$ cat config.mk
export PLATFORM = sky130hd
export DESIGN_NAME = uc_booth4_flat
export DESIGN_NICKNAME = d
export VERILOG_FILES = /design/src/rtl/uc_booth4_if.sv /design/src/rtl/uc_booth4.sv /design/src/flat_wrapper.sv
export SDC_FILE = /design/constraint.sdc
export NUM_CORES = 1
export LEC_CHECK = 0
export CAP_MARGIN = 10
export CORE_AREA = 2 2 39 41
export DETAILED_ROUTE_END_ITERATION = 6
export DIE_AREA = 0 0 41 43
export DONT_BUFFER_PORTS = 1
export RECOVER_POWER = 100
export SLEW_MARGIN = 25
export SYNTH_ARGS = -nofsm -noshare
export SYNTH_HDL_FRONTEND = slang
export SYNTH_SLANG_ARGS = --single-unit
$ cat constraint.sdc
create_clock -name clk -period 2.6 [get_ports clk]
set_input_delay 0.39 -clock clk [delete_from_list [all_inputs] [get_ports clk]]
set_output_delay 0.39 -clock clk [all_outputs]
set_load 0.05 [all_outputs]
$ cat src/rtl/uc_booth4_if.sv
// uc_booth4_if: handshake and control bundle between the radix-4 Booth
// control unit and its datapath / host system.
//   Inicio            start request from the host
//   q1, q0, q_menos1  multiplier LSBs and Q[-1] from the datapath
//   Carga_A           load adder/subtractor result into A
//   Carga_QM          load multiplicand into M/M2 and multiplier into Q
//   Desplaza_AQ       arithmetic shift of A:Q right by 2, update Q[-1]
//   MoM2              operand select: 0 = M, 1 = 2M
//   Resta             1 = subtract, 0 = add
//   Limpia            datapath clear request
//   Ocupado           operation in progress
//   Fin               one-cycle result-valid pulse
// modport master: the control unit; modport slave: datapath/host side.
interface uc_booth4_if;
  logic Inicio;
  logic q1;
  logic q0;
  logic q_menos1;
  logic Carga_A;
  logic Carga_QM;
  logic Desplaza_AQ;
  logic MoM2;
  logic Resta;
  logic Limpia;
  logic Ocupado;
  logic Fin;

  modport master (
    input  Inicio, q1, q0, q_menos1,
    output Carga_A, Carga_QM, Desplaza_AQ, MoM2, Resta, Limpia, Ocupado, Fin
  );

  modport slave (
    output Inicio, q1, q0, q_menos1,
    input  Carga_A, Carga_QM, Desplaza_AQ, MoM2, Resta, Limpia, Ocupado, Fin
  );
endinterface

$ cat src/rtl/uc_booth4.sv
// uc_booth4: control unit for the radix-4 (modified) Booth multiplier
// datapath. Sequences clear, load, SIZE/2 evaluate/shift iterations and a
// one-cycle done pulse.
//   clk    rising-edge clock
//   reset  synchronous, active-high reset
//   bus    uc_booth4_if.master (Inicio/q inputs, datapath control outputs)
// SIZE: operand width, even and >= 2.
module uc_booth4 #(
  parameter int unsigned SIZE = 4
) (
  input  logic         clk,
  input  logic         reset,
  uc_booth4_if.master  bus
);

  localparam int unsigned CW = $clog2(SIZE / 2) + 1;

  typedef enum logic [2:0] {
    IDLE,
    CLEAR,
    LOAD,
    EVAL,
    SHIFT,
    DONE
  } state_t;

  state_t          state;
  state_t          state_next;
  logic [CW-1:0]   count;
  logic [CW-1:0]   count_next;

  always_ff @(posedge clk) begin
    if (reset) begin
      state <= IDLE;
      count <= '0;
    end else begin
      state <= state_next;
      count <= count_next;
    end
  end

  always_comb begin
    state_next      = state;
    count_next      = count;
    bus.Carga_A     = 1'b0;
    bus.Carga_QM    = 1'b0;
    bus.Desplaza_AQ = 1'b0;
    bus.MoM2        = 1'b0;
    bus.Resta       = 1'b0;
    bus.Limpia      = 1'b0;
    bus.Ocupado     = 1'b0;
    bus.Fin         = 1'b0;

    case (state)
      IDLE: begin
        if (bus.Inicio) state_next = CLEAR;
      end
      CLEAR: begin
        bus.Limpia  = 1'b1;
        bus.Ocupado = 1'b1;
        state_next  = LOAD;
      end
      LOAD: begin
        bus.Carga_QM = 1'b1;
        bus.Ocupado  = 1'b1;
        count_next   = CW'(SIZE / 2 - 1);
        state_next   = EVAL;
      end
      EVAL: begin
        bus.Ocupado = 1'b1;
        state_next  = SHIFT;
        // Booth radix-4 recoding of {Q[1], Q[0], Q[-1]}
        case ({bus.q1, bus.q0, bus.q_menos1})
          3'b001, 3'b010: begin
            bus.Carga_A = 1'b1;
          end
          3'b011: begin
            bus.Carga_A = 1'b1;
            bus.MoM2    = 1'b1;
          end
          3'b100: begin
            bus.Carga_A = 1'b1;
            bus.MoM2    = 1'b1;
            bus.Resta   = 1'b1;
          end
          3'b101, 3'b110: begin
            bus.Carga_A = 1'b1;
            bus.Resta   = 1'b1;
          end
          default: ;
        endcase
      end
      SHIFT: begin
        bus.Desplaza_AQ = 1'b1;
        bus.Ocupado     = 1'b1;
        if (count != '0) begin
          count_next = count - CW'(1);
          state_next = EVAL;
        end else begin
          state_next = DONE;
        end
      end
      DONE: begin
        bus.Fin     = 1'b1;
        bus.Ocupado = 1'b1;
        state_next  = IDLE;
      end
      default: state_next = IDLE;
    endcase
  end

endmodule

$ cat src/flat_wrapper.sv
// flat-port wrapper written by rule: the top's interface ports become plain ports
module uc_booth4_flat 
#(
  parameter int unsigned SIZE = 4
)
  (clk, reset, bus_Inicio, bus_q1, bus_q0, bus_q_menos1, bus_Carga_A, bus_Carga_QM, bus_Desplaza_AQ, bus_MoM2, bus_Resta, bus_Limpia, bus_Ocupado, bus_Fin);
  uc_booth4_if bus_i ();
  input  logic clk;
  input  logic reset;
  input wire logic [$bits(bus_i.Inicio)-1:0] bus_Inicio;
  input wire logic [$bits(bus_i.q1)-1:0] bus_q1;
  input wire logic [$bits(bus_i.q0)-1:0] bus_q0;
  input wire logic [$bits(bus_i.q_menos1)-1:0] bus_q_menos1;
  output wire logic [$bits(bus_i.Carga_A)-1:0] bus_Carga_A;
  output wire logic [$bits(bus_i.Carga_QM)-1:0] bus_Carga_QM;
  output wire logic [$bits(bus_i.Desplaza_AQ)-1:0] bus_Desplaza_AQ;
  output wire logic [$bits(bus_i.MoM2)-1:0] bus_MoM2;
  output wire logic [$bits(bus_i.Resta)-1:0] bus_Resta;
  output wire logic [$bits(bus_i.Limpia)-1:0] bus_Limpia;
  output wire logic [$bits(bus_i.Ocupado)-1:0] bus_Ocupado;
  output wire logic [$bits(bus_i.Fin)-1:0] bus_Fin;
  assign bus_i.Inicio = bus_Inicio;
  assign bus_i.q1 = bus_q1;
  assign bus_i.q0 = bus_q0;
  assign bus_i.q_menos1 = bus_q_menos1;
  assign bus_Carga_A = bus_i.Carga_A;
  assign bus_Carga_QM = bus_i.Carga_QM;
  assign bus_Desplaza_AQ = bus_i.Desplaza_AQ;
  assign bus_MoM2 = bus_i.MoM2;
  assign bus_Resta = bus_i.Resta;
  assign bus_Limpia = bus_i.Limpia;
  assign bus_Ocupado = bus_i.Ocupado;
  assign bus_Fin = bus_i.Fin;
  uc_booth4 #(.SIZE(SIZE)) u_core (.clk(clk), .reset(reset), .bus(bus_i));
endmodule
==> results.md, run 1 <==
- Across the run, the number of max-cap violations was 0.
- After synthesis, the cell types taking the most area are dfxtp_1, nor3_1, nor4b_4.
- The worst setup path category is register to output pin.
- The average instance area after synthesis is 8.48 sq um.
- The first global-routing pass estimated 1150 microns of wire.
- The run finished with clean final reports.
- The cell area after layout is 390 sq um.
- Timing analysis after detailed placement gives a worst setup slack of 939 ps.
- The routed design could run at a clock period as short as 2080 ps.
- Counting along the longest clock path gives a buffer depth of 2.
- In this run the remaining antenna-violating nets after routing total 0.
- TritonCTS built the clock tree.
- The post-route fraction of the period consumed by the critical path is 0.802.
- The final estimated routing congestion in global placement is 0.640.
- The count of unresolved DRC violations after routing is 0.
- The total iterations of the first detailed-routing run is 2.
- For this design, the sink count on the clock tree is 5.
- The highest attainable clock frequency is 480 MHz.
- The area of the die is 0.00176 sq mm.
- In this run, placement finished with an instance count of 62.
- The minimum setup slack in the final design is 516 ps.
- In this run the static leakage power is 0.134 nW.
- The slowest stage of the critical path is the dfxtp_1 cell.
- The most frequently used flop master after synthesis is dfxtp_1.
- The fraction of registers with async set/reset is 0.
- The final number of setup-violating endpoints is 0.
- The number of antenna violations at the first check in global routing is 0.
- The worst hold slack is 213 ps.
- Once layout is complete, the cells apart from fillers number 66.
- The cell area after placement is 415 sq um.
- The element type at the critical path start is a register.
- The worst setup path is captured at an output pin.
- The number of enable-type register cells in the synthesized netlist is 0.
- Buffers inserted during clock tree synthesis total 3.
- The routed design has 673 microns of wire.
- The signal on the critical path passes through nand3_1, nor3_1, clkbuf_1.
- The max-slew violation count is 0.
- The worst-case IR drop observed on VDD is 0.182 mV.
- The post-synthesis to final-layout area growth is 12.2%.
- At the end of the flow the core is filled with cells to 0.282.
- The number of hold buffers added after CTS is 0.
- The final-layout fill cell count is 163.
- The number of different library cells in the post-synthesis netlist is 20.
- Synthesis handed over a netlist of 41 instances.
- The number of buffers added on ports is 0.
- The synthesized design spends more area on one cell type than any other, namely dfxtp_1.
- 0 antenna diodes ended up in the layout.
- The total overflow left after global routing is 0.
- The wire length per cell is 10.2 microns.
- Of the cells placed in the final design, the portion with a size suffix greater than 1 is 0.160.
- The count of instances resized after the clock tree is built is 0.
- The die is 41 microns wide.
- The count of synthesis-stage warnings from yosys is 0.
- The areal power density over the cells is 667 mW/mm^2.
- The largest stage delay on the critical path is 540 ps.
- The final hold violation count was 0.
- The cell area that synthesis handed to floorplanning was 348 sq um.
- The top fanout value on the critical path is 11.
- The half-perimeter wire length of the detailed placement result is 545 microns.
- The clock-pin slew on the worst setup and hold paths is 40 ps.
- The core region is 0.00138 sq mm.
- The net count of the finished layout is 58.
- The slew at the pin with the worst max-slew slack is 878 ps.
- Of the synthesized area, sequential elements account for 0.288.
- The number of rows in the core area is 14.
- The number of nets in the synthesized netlist is 48.
- The detail-routed via count per cell is 4.70.
- The floorplan step set the die height to 43 microns.
- The total routing resource utilization after global routing is 0.101.
- Clock tree synthesis selected as its root buffer the cell clkbuf_4.
- The fraction of post-synthesis cell area in the top cell type by area is 0.288.
- Power comes to 0.261 mW.
- The path class of the tightest hold or removal check is input port to register.
- The largest net degree at the start of global routing is 12.
- The total negative slack is 0 ps.
- Post-CTS timing repair inserted 0 buffers for setup.
- For this block, the initial DRC count from the detailed router was 2.
- The initial utilization of the core area, before any placement, comes to 0.251.
- Setup repair after global routing left no endpoint under its margin.
- The arrival time at the worst endpoint is 1690 ps.
- The via count of the first global-routing pass was 311.
- The clock skew is 1.38 ps.
- The insertion delay to the later sink of the worst-skew pair is 240 ps.
- The count of boundary I/O pins is 14.
- At the worst endpoint, the required time is 2210 ps.
- CTS built an H-tree with a depth of 1.
- The total of flip-flops plus latches after synthesis is 5.
- The headroom to the max-slew limit is 0.406.
- The overall via count from detail_route is 310.
==> cell type report <==
| type | instances | area (sq um) | share of cell area |
|---|---|---|---|
| Inverter | 3 | 11.3 | 0.0288 |
| Multi-Input combinational cell | 30 | 199 | 0.510 |
| Clock buffer | 4 | 26.3 | 0.0673 |
| Timing Repair Buffer | 8 | 33.8 | 0.0865 |
| Tap cell | 16 | 20.0 | 0.0513 |
| Sequential cell | 5 | 100 | 0.256 |
==> state kept, by name (all words and copies together), names as in the netlist <==
name / count
u_core.count: 2
u_core.state: 3
==> worst paths after layout <==
path	startpoint	end	slack (ps)	cells after the start
worst max-delay path	u_core.state[1]	bus_Carga_A	520	3
worst min-delay path	reset	u_core.state[2]	210	1
worst max register to register	u_core.count[0]	u_core.count[0]	790	5
worst min register to register	u_core.count[0]	u_core.count[0]	490	1
==> cells in the final DEF, fill, tap and decap left out <==
| cell type | synthesis | layout |
|---|---|---|
| clkbuf_4 | 0 | 3 |
| inv_1 | 3 | 3 |
| a211oi_2 | 1 | 1 |
| nor4b_1 | 0 | 1 |
| nand3_1 | 1 | 1 |
| o41ai_1 | 1 | 1 |
| nor3_1 | 5 | 5 |
| a21oi_1 | 4 | 4 |
| or3b_2 | 1 | 1 |
| xor2_1 | 1 | 1 |
| nor3b_1 | 3 | 2 |
| nor2_1 | 3 | 3 |
| dfxtp_1 | 5 | 5 |
| nand3b_1 | 1 | 1 |
| nand2_1 | 4 | 4 |
| ha_1 | 1 | 1 |
| nor3b_2 | 1 | 2 |
| and3_1 | 1 | 1 |
| buf_4 | 0 | 1 |
| a2111oi_0 | 1 | 1 |
| clkbuf_1 | 0 | 8 |
==> cell families (layout without fill, tap and decap cells) <==
| kind of cell | count (synthesis) | after routing | synth area share |
|---|---|---|---|
| AO/OA/AOI/OAI | 7 | 7 | 0.144 |
| XOR/XNOR | 1 | 1 | 0.0252 |
| adder cells (fa/ha/maj) | 1 | 1 | 0.0360 |
| buffers and inverters | 6 | 15 | 0.111 |
| flip-flops | 5 | 5 | 0.288 |
| AND/OR/NAND/NOR | 21 | 21 | 0.396 |
==> cell usage after synthesis (all sizes together), types with 3 or more instances <==
cell and number:
inv 3, nor3 5, nor2 3, a21oi 4, dfxtp 5, nand2 4, nor3b 4, buf 3
==> worst max-delay path, delay by kind of cell, from the launching register on <==
| kind | cells | cell delay, ps |
|---|---|---|
| buffers and inverters | 1 | 480 |
| DFF | 1 | 540 |
| and+or+nand+nor | 2 | 430 |
==> report_power, final <==
part	total, mW	internal, mW	switching (mW)	leakage [nW]
clock network	0.0882	0.0579	0.0303	0.0150
logic	0.0743	0.0229	0.0514	0.0786
registers	0.0980	0.0839	0.0141	0.0409
==> routing by layer <==
metal | vias up | GRT usage | part of all wire
met4 | 0 | 0.100 | 0
met3 | 0 | 0.0366 | 0.037
met2 | 4 | 0.138 | 0.57
li1 | 164 | - | -
met5 | - | 0 | 0
met1 | 142 | 0.110 | 0.39
(Power assumes the default switching activity.)
==> inputs of run 2 (changes only) <==
==> constraint.sdc (replaced) <==
create_clock -name clk -period 1.8 [get_ports clk]
set_input_delay 0.27 -clock clk [delete_from_list [all_inputs] [get_ports clk]]
set_output_delay 0.27 -clock clk [all_outputs]
set_load 0.05 [all_outputs]
==> run 2 against run 1 <==
Compared with the run above:
- routed wire length increased by 5.3%
- largest cell class unchanged
- highest routed layer unchanged
- sequential cell count did not move
- first-iteration DRC count increased by 50%
- critical endpoint is now bus_Fin
- final area is 9.6% higher
==> results.md, run 2 (same netlist as run 1, synthesis figures left out) <==
- Dividing the final minimum period by the clock period gives 0.903.
- The flow ran to the end, and the final reports show no timing, DRC or antenna violations.
- At the worst endpoint, the required time is 1530 ps.
- The sequential share of power is 0.361.
- Power spread over the standard cell area amounts to 907 mW/mm^2.
- The kind of end point of the critical path is an output pin.
- The final hold violation count is 0.
- Counting flops per register, the top entry is u_core.state.
- The clock network fraction of total power is 0.331.
- The highest attainable clock frequency is 615 MHz.
- The first global-routing pass estimated 1110 microns of wire.
- The number of rows in the core area is 14.
- The final number of setup-violating endpoints is 0.
- The half-perimeter wire length of the detailed placement result is 585 microns.
- CTS built an H-tree with a depth of 1.
- Adding up every negative setup slack in the final design gives 0 ps.
- The largest registers in the layout are u_core.state: 3 flops, u_core.count: 2 flops.
- The antenna diode count is 0.
- The largest net degree at the start of global routing is 10.
- The minimum period implied by the final worst setup slack is 1630 ps.
- The height of the chip is 43 microns.
- The slew at the pin with the worst max-slew slack is 505 ps.
- Before antenna repair, the detailed router went through 3 iterations.
- The clock drives 5 sinks.
- After detailed placement, the design holds a cell count of 63.
- The minimum setup slack in the final design is 175 ps.
- At the end of routability-driven placement, the weighted congestion stood at 0.739.
- The number of cells in the finished layout apart from fillers is 67.
- In the final layout, the share of cells above drive strength 1 is 0.373.
- The total leakage power is 0.166 nW.
- The area of the placeable core is 0.00138 sq mm.
- The arrival time at the worst endpoint is 1360 ps.
- After routing the design area is 428 sq um.
- The number of setup buffers added after CTS is 0.
- The worst setup path category is register to output pin.
- The initial utilization of the core area, before any placement, comes to 0.251.
- The total overflow reported by the global router is 0.
- The detailed router finished its first iteration with 3 violations.
- In this run the worst path has a maximum fanout of 9.
- The number of antenna violations at the first check in global routing is 0.
- TritonCTS built the clock tree.
- The utilization of the core after routing is 0.309.
- The net count of the finished layout is 59.
- The post-layout total power is 0.388 mW.
- 14 I/O pins were placed.
- The post-synthesis to final-layout area growth is 23.0%.
- In the layout the commonest cells are nor3_1, a21oi_1, nand2_1, clkbuf_4, dfxtp_1.
- The tree is rooted in a clkbuf_4.
- The share of total power in combinational logic is 0.307.
- The via count of the first global-routing pass is 287.
- The clock-pin slew on the worst setup and hold paths is 50 ps.
- In this run the tool buffered the top-level ports with 0 buffer cells.
- The area of the die is 0.00176 sq mm.
- The horizontal die dimension is 41 microns.
- The post-place setup slack is 341 ps.
- The detail-routed via count per cell is 4.76.
- The clock skew is 5.75 ps.
- Setup repair after global routing left no endpoint under its margin.
- The overall via count from detail_route is 319.
- The total wire length after detailed routing is 709 microns.
- Summing all placed instances gives a cell area of 428 sq um.
- The total routing resource utilization after global routing is 0.0915.
- The internal power of the cells totals 0.246 mW.
- The headroom to the max-slew limit is 0.663.
- The worst hold-check path type is input port to register.
- The count of antenna-violating nets left after detailed routing is 0.
- The worst setup path is launched from a register.
- The maximum ir drop on the vdd rail is 0.449 mV.
- The max-slew violation count is 0.
- Of the total power, the share spent switching nets is 0.368.
- In the final routed layout, each cell accounts on average for 10.6 microns.
- The register with the most flip-flops in the layout has 3 of them.
- The power spent charging and discharging nets is 0.143 mW.
- Hold is met by 91.2 ps.
- The number of maximum-capacitance violations is 0.
- The longest clock path from root to sink contains 2 buffers.
- The insertion delay to the later sink of the worst-skew pair is 240 ps.
- The number of buffers created by CTS is 3.
- In the routed design, unresolved DRC markers number 0.
- The number of hold buffers added after CTS is 0.
## run 2: changes by cell type in the layout (fill, tap and decap cells not counted), sizes merged
cell,change
clkbuf,-2
buf,+3
## run 2: worst paths after layout
path	start	end	slack, ps	cells past startpoint
max	u_core.state[2]	bus_Fin	170	3
min	reset	u_core.state[2]	90	1
max reg2reg	u_core.count[0]	u_core.count[0]	340	5
min reg2reg	u_core.count[0]	u_core.count[0]	470	1
## run 2: area by class of cell
type / count / area, sq um
multi-input combinational: 30 / 215
sequential: 5 / 101
inverter: 3 / 11.3
fill: 147 / 956
tap: 16 / 20.0
timing repair buffer: 9 / 53.8
clock buffer: 4 / 26.3
## run 2: what timing repair did
item                                   CTS  global route
resized for setup                        0             1
endpoints found under the hold margin    0             0
setup endpoints to repair                0             2
## run 2: power by group through the flow
| stage | registers [mW] | logic [mW] | clock network [mW] |
|---|---|---|---|
| 2_1_floorplan | 0.130 | 0.123 | 0 |
| 3_3_place_gp | 0.142 | 0.130 | 0 |
| 3_5_place_dp | 0.144 | 0.132 | 0 |
| 4_1_cts | 0.142 | 0.132 | 0.135 |
| 5_1_grt | 0.143 | 0.128 | 0.143 |
| 6_report | 0.140 | 0.119 | 0.129 |
## run 2: critical path: stages (launching register included)
cell and delay [ps]:
dfxtp_1 490, inv_1 130, nor3b_2 190, clkbuf_2 300
## run 2: metal layers
layer | GRT usage | vias up | routed length, microns
li1 | - | 168 | -
met1 | 0.104 | 137 | 322
met2 | 0.147 | 14 | 322
met3 | 0.0471 | 0 | 65
met4 | 0.0200 | 0 | 0
met5 | 0 | - | 0
